## src/rtl/ccr_unit.sv

```systemverilog
// Condition-code register (Z/N/C) with branch resolution and an optional CCR shadow stack.
// Define CCR_STACK_EN to build the interrupt shadow stack; otherwise stack outputs tie to 0.
module ccr_unit #(
  parameter int DEPTH = 4,
  parameter int LVL_W = 3
) (
  input  logic             clk,
  input  logic             rst,
  input  logic             stall,
  input  logic             alu_valid,
  input  logic [2:0]       alu_ccr,
  input  logic [2:0]       alu_mask,
  input  logic             setc,
  input  logic             clrc,
  input  logic             br_valid,
  input  logic [1:0]       br_type,
  input  logic             int_save,
  input  logic             rti_restore,
  output logic [2:0]       ccr,
  output logic             br_taken,
  output logic [LVL_W-1:0] stack_lvl,
  output logic             ovf_err,
  output logic             unf_err
);

  logic       tested;
  logic [2:0] ccr_next;
  logic [2:0] ccr_load;

  always_comb begin
    case (br_type)
      2'b01:   tested = ccr[0];
      2'b10:   tested = ccr[1];
      2'b11:   tested = ccr[2];
      default: tested = 1'b0;
    endcase
  end

  assign br_taken = br_valid & ~stall & tested;

  // Branch clear, then ALU write, then SETC/CLRC: later steps override earlier ones.
  always_comb begin
    ccr_next = ccr;
    if (br_taken) begin
      case (br_type)
        2'b01:   ccr_next[0] = 1'b0;
        2'b10:   ccr_next[1] = 1'b0;
        2'b11:   ccr_next[2] = 1'b0;
        default: ccr_next = ccr;
      endcase
    end
    if (alu_valid) ccr_next = (ccr_next & ~alu_mask) | (alu_ccr & alu_mask);
    if (setc) ccr_next[2] = 1'b1;
    if (clrc) ccr_next[2] = 1'b0;
  end

`ifdef CCR_STACK_EN
  localparam int IDX_W = (DEPTH > 1) ? $clog2(DEPTH) : 1;

  logic [2:0]       stk [DEPTH];
  logic [IDX_W-1:0] wr_idx;
  logic [IDX_W-1:0] rd_idx;
  logic             full, empty, push, pop;

  // Top entry sits at stack_lvl-1; the low bits alone suffice since stack_lvl <= DEPTH.
  assign wr_idx = stack_lvl[IDX_W-1:0];
  assign rd_idx = wr_idx - 1'b1;
  assign full   = (stack_lvl == LVL_W'(DEPTH));
  assign empty  = (stack_lvl == '0);
  assign push   = int_save & ~full;
  assign pop    = rti_restore & ~int_save & ~empty;

  always_ff @(posedge clk) begin
    if (!stall && push) stk[wr_idx] <= ccr_next;
  end

  always_ff @(posedge clk) begin
    if (rst) begin
      stack_lvl <= '0;
      ovf_err   <= 1'b0;
      unf_err   <= 1'b0;
    end else if (!stall) begin
      if (push)     stack_lvl <= stack_lvl + 1'b1;
      else if (pop) stack_lvl <= stack_lvl - 1'b1;
      if (int_save && full) ovf_err <= 1'b1;
      if (rti_restore && !int_save && empty) unf_err <= 1'b1;
    end
  end

  assign ccr_load = pop ? stk[rd_idx] : ccr_next;
`else
  logic unused_stack_in;
  assign unused_stack_in = &{1'b0, int_save, rti_restore};
  assign ccr_load  = ccr_next;
  assign stack_lvl = '0;
  assign ovf_err   = 1'b0;
  assign unf_err   = 1'b0;
`endif

  always_ff @(posedge clk) begin
    if (rst)         ccr <= 3'b000;
    else if (!stall) ccr <= ccr_load;
  end

endmodule
```

## config.mk

```make
export PLATFORM = sky130hd
export DESIGN_NAME = ccr_unit
export DESIGN_NICKNAME = d
export VERILOG_FILES = /design/src/rtl/ccr_unit.sv
export SDC_FILE = /design/constraint.sdc
export NUM_CORES = 1
export LEC_CHECK = 0
export BUFFER_PORTS_ARGS = -buffer_cell sky130_fd_sc_hd__buf_2
export CORE_AREA = 2 2 39 41
export DETAILED_ROUTE_END_ITERATION = 12
export DIE_AREA = 0 0 41 43
export MAX_ROUTING_LAYER = met4
export PLACE_DENSITY = 0.55
export SKIP_LAST_GASP = 1
export SYNTH_ARGS = -nofsm -noshare
export SYNTH_HDL_FRONTEND = slang
export SYNTH_SLANG_ARGS = --single-unit
```

## constraint.sdc

```tcl
create_clock -name clk -period 0.8 [get_ports clk]
set_input_delay 0.08 -clock clk [delete_from_list [all_inputs] [get_ports clk]]
set_output_delay 0.08 -clock clk [all_outputs]
set_load 0.01 [all_outputs]
```

Yosys cells after proc, flatten, opt, wreduce, memory -nomap -nowiden. Cells that the tools add are included.

Magnitude comparators: 0. Mux-type cells: 8. $add $sub $neg: 0. Bitwise operators: 7. Divide/modulo/power cells: 0. Reductions and logical operators: 0. Multiply operators: 0. Equality and inequality tests: 3. Shift-type cells: 0.

Operators with widths (number): $and 3x3->3 (2); $mux 3 (2); $mux 1 (5); $eq 2x2->1 const B (2); $not 3->3 (1); $or 3x3->3 (1); $pmux 1 s3 (1); $and 1x1->1 (2); $eq 2x1->1 const B (1); $not 1->1 (1).

Output and inout bits: 9. Memory bits (writable): 0. Memories: 0. Logic and storage cells: 19. Memory bits (read-only): 0. Input bits: 17. Latch bits: 0. Register bits after elaboration: 3.

Depth between registers and ports, before layout.
Depth in word-level cells: 9. Depth in mapped cells: 3. Gate-level depth less buffers: 3.

Worst setup path after synthesis. Ideal clock, no wire load.

Path kind: flip-flop to output port. From: register ccr[1]. To: output br_taken. Slack: -0.097 ns. Required time: 0.720 ns. Arrival time: 0.817 ns. Path buffers: 0. Stages on the path, launching flop included: 4. Cell sequence: dfxtp_1 > mux2_2 > nand2_1 > a21oi_1.

Word-level cells in the longest chain between the ends: 2.

Ends and longest elaborated chain: start: declaration (RTL line 19) `output logic [2:0] ccr,`; start signal: assignment (RTL line 102) `else if (!stall) ccr <= ccr_load;`; $pmux 1 s3 (RTL line 31) `case (br_type)`; $and 1x1->1 (RTL line 39) `assign br_taken = br_valid & ~stall & tested;`; end: declaration (RTL line 20) `output logic br_taken,`.

Every way passes these cells.

Worst setup path in the final report.
From: register ccr[2]. To: output br_taken.

Same word-level chain as after synthesis.

==> flow_metrics.py <==
metrics = {
    "synth": {
        "synthArstFlopShare": 0,
        "synth_common_cells": "nand2_1 (6), buf_4 (5), dfxtp_1 (3), nand4b_1 (3)",
        "synth-seq-cells": 3,
        "synth_area_per_cell_um2": 7.859,
        "synthMostInstantiatedCell": "nand2_1",
        "netlist-cell-type-count": 17,
        "synth_top_area_frac": 0.2388,
        "synth.cell_area_um2": 251.5,
        "ys_dominant_reg_cell": "dfxtp_1",
        "netlist_top_cells_area": "dfxtp_1 (24%), buf_4 (15%), nand4b_1 (10%)",
        "yosysWarningCount": 0,
        "yosysSeqAreaShare": 0.2388,
        "yosys_top_cell_by_area": "dfxtp_1",
        "synth_enable_flop_cells": 0,
        "synthesis.instances": 32,
    },
    "power": {
        "p_sw_frac": 0.2757,
        "share_clk_of_total_power": 0.460,
        "power.combinational.fraction": 0.269,
        "power.total_mw": 0.5987,
        "power_switching_mw": 0.1651,
        "p_int_mw": 0.4336,
        "power_dens_cells_mw_per_mm2": 1290,
        "power.ir.vdd_worst_mv": 0.3801,
        "share_seq_of_total_power": 0.271,
        "power_leakage_nw": 0.2245,
    },
    "sta": {
        "timing_hold_violations_final": 0,
        "max_freq_ghz": 0.8968,
        "share_of_the_clock_period_used_by_the_worst_path_after_layout": 1.394,
        "report.final.setup_viol": 3,
        "postLayoutSetupSlackWorst_ns": -0.3151,
        "final.min_clock_period_ns": 1.115,
        "grt_setup_unrepaired": "yes",
        "timing.clock.skew_ns": 0,
        "final-max-slew-violation-count": 0,
    },
    "clock_tree": {
        "cts.sinks": 3,
        "insertion_delay_ns": 0.24,
        "cts_buffer_depth": 2,
        "number_of_buffers_created_by_cts": 3,
        "clock_tree.htree_level_count": 1,
        "tritoncts": "yes",
        "cts.hold.buffers_added": 0,
        "root_buffer": "clkbuf_4",
        "clock_edge_transition_at_the_registers_on_the_reported_setup_and_hold_paths_ns": 0.04,
    },
    "layout": {
        "nNetsFinal": 79,
        "biggestRegsByFlops": "ccr x3",
        "area.growth.synth_to_final_pct": 84.58,
        "ratio_of_cells_with_drive_above_1_in_the_final_layout": 0.6393,
        "num_antenna_cells": 0,
        "regMostFlops": "ccr",
        "utilization": 0.3354,
        "largest_reg_flops": 3,
    },
    "place": {
        "portBuffers": 18,
        "globalplace.congestion": 0.7061,
        "hpwl_um": 606.1,
        "pre_cts_ws_ns": -0.07884,
    },
    "die": {
        "std_cell_rows": 14,
        "fp.dieArea_mm2": 0.001763,
        "initial_core_util": 0.1817,
        "die_width_um": 41,
        "core-area_mm2": 0.001384,
        "die_height_um": 43,
        "ioPinCount": 26,
    },
    "global_route": {
        "antenna_found_initial": 0,
        "via_count_of_the_first_global_routing_pass": 293,
        "grt_first_pass_wirelength_um": 1069,
        "globalRouteTotalUtil": 0.09465,
        "largest_net_degree_at_the_start_of_global_routing": 6,
        "gr-total-overflow": 0,
    },
    "route": {
        "drtIter0Drc": 4,
        "remaining_drc_errors": 0,
        "routed_wirelength_um": 761,
        "drt_first_pass_iters": 4,
        "ant_nets": 0,
        "wl_per_cell_um": 9.883,
        "routed-via-count": 346,
        "vias_per_cell": 4.494,
    },
    "worst_setup_path": {
        "crit_path_max_fanout": 2,
        "nature_of_the_critical_path_startpoint": "register",
        "required_ns": 0.72,
        "timing.critical_path.arrival_ns": 1.04,
        "critical_path_class": "register to output port",
        "ff2ff_path_depth": 4,
        "crit_path_end_kind": "output port",
    },
    "min_path": {
        "hold_path_depth": 3,
        "hold_path.class": "input pin to register",
    },
    "flow_run": {
        "max_cap_viol_count": 0,
    },
    "run_status": {
        "failed_checks": "negative setup slack",
        "status": "finished, violations left",
    },
}
-- logic make-up (layout without fill, tap and decap cells) --
family | count (synthesis) | in the layout | synth area share
simple gates | 13 | 13 | 0.3184
other cells | 1 | 5 | 0.01491
compound gates | 8 | 8 | 0.2189
flops | 3 | 3 | 0.2388
buf+inv | 6 | 31 | 0.1642
mux | 1 | 1 | 0.04477
-- stage by stage --
stage	hold WS (ns)	cell area, um2	instances	TNS, ns
6_report	0.1112	464.2	77	-0.4431
2_1_floorplan	0.1420	272.8	36	0
3_3_place_gp	0.3612	397.9	72	-0.1315
5_1_grt	0.1263	464.2	77	-0.4860
3_5_place_dp	0.3620	397.9	72	-0.1069
4_1_cts	0.1125	444.2	76	-0.4779
-- area by class of cell --
class / instances / area (um2)
inverters: 1 / 3.754
flip-flops and latches: 3 / 63.81
clock buffers: 4 / 26.28
multi-input cells: 27 / 183.9
fillers: 164 / 919.6
well taps: 16 / 20.02
repair buffers: 26 / 166.4
-- worst paths after layout --
path                        from                   to  slack, ns
max          ccr[2]$_SDFFE_PP0N_             br_taken      -0.32
min                   alu_ccr[0]  ccr[0]$_SDFFE_PP0N_       0.11
max reg2reg  ccr[2]$_SDFFE_PP0N_  ccr[2]$_SDFFE_PP0N_       0.02
min reg2reg  ccr[0]$_SDFFE_PP0N_  ccr[0]$_SDFFE_PP0N_       0.50
-- repair_timing --
item | in CTS | in global routing
resized for setup | 5 | 3
pin swaps | 0 | 1
setup endpoints to repair | 4 | 4
buffers inserted | 0 | 1
-- per-layer routing --
layer  GRT usage  up-vias  part of all wire
met2      0.1438       18              0.48
met3     0.03141        3             0.093
met5           -        -                 0
met4     0.08000        0             0.028
met1     0.09003      159              0.40
li1            -      166                 -
-- worst max-delay path, stage by stage, from the launching register on --
cell and delay, ns:
dfxtp_2 0.32, mux2_4 0.25, nand2_2 0.06, a21oi_2 0.04, buf_2 0.13
-- placed cells by master, fill, tap and decap left out --
master / instances
inv_1: 1
o311ai_1: 1
buf_6: 3
nand4b_1: 3
a31o_2: 1
buf_4: 7
buf_2: 16
conb_1: 5
a31oi_2: 1
o221ai_1: 1
nand3_1: 1
dfxtp_2: 3
a31oi_1: 1
nand2_2: 2
nand2b_4: 1
a21oi_1: 1
clkbuf_1: 1
clkbuf_4: 3
a21oi_2: 1
nand2_1: 4
o22ai_1: 1
nand2b_1: 1
mux2_4: 1
or3_1: 1
-- power groups by stage --
stage / registers (mW) / logic (mW) / clock network, mW
6_report: 0.162 / 0.161 / 0.276
5_1_grt: 0.163 / 0.175 / 0.289
4_1_cts: 0.162 / 0.152 / 0.279
3_5_place_dp: 0.164 / 0.141 / 0
3_3_place_gp: 0.164 / 0.140 / 0
2_1_floorplan: 0.169 / 0.0646 / 0
Power figures use the tool's default switching activity.
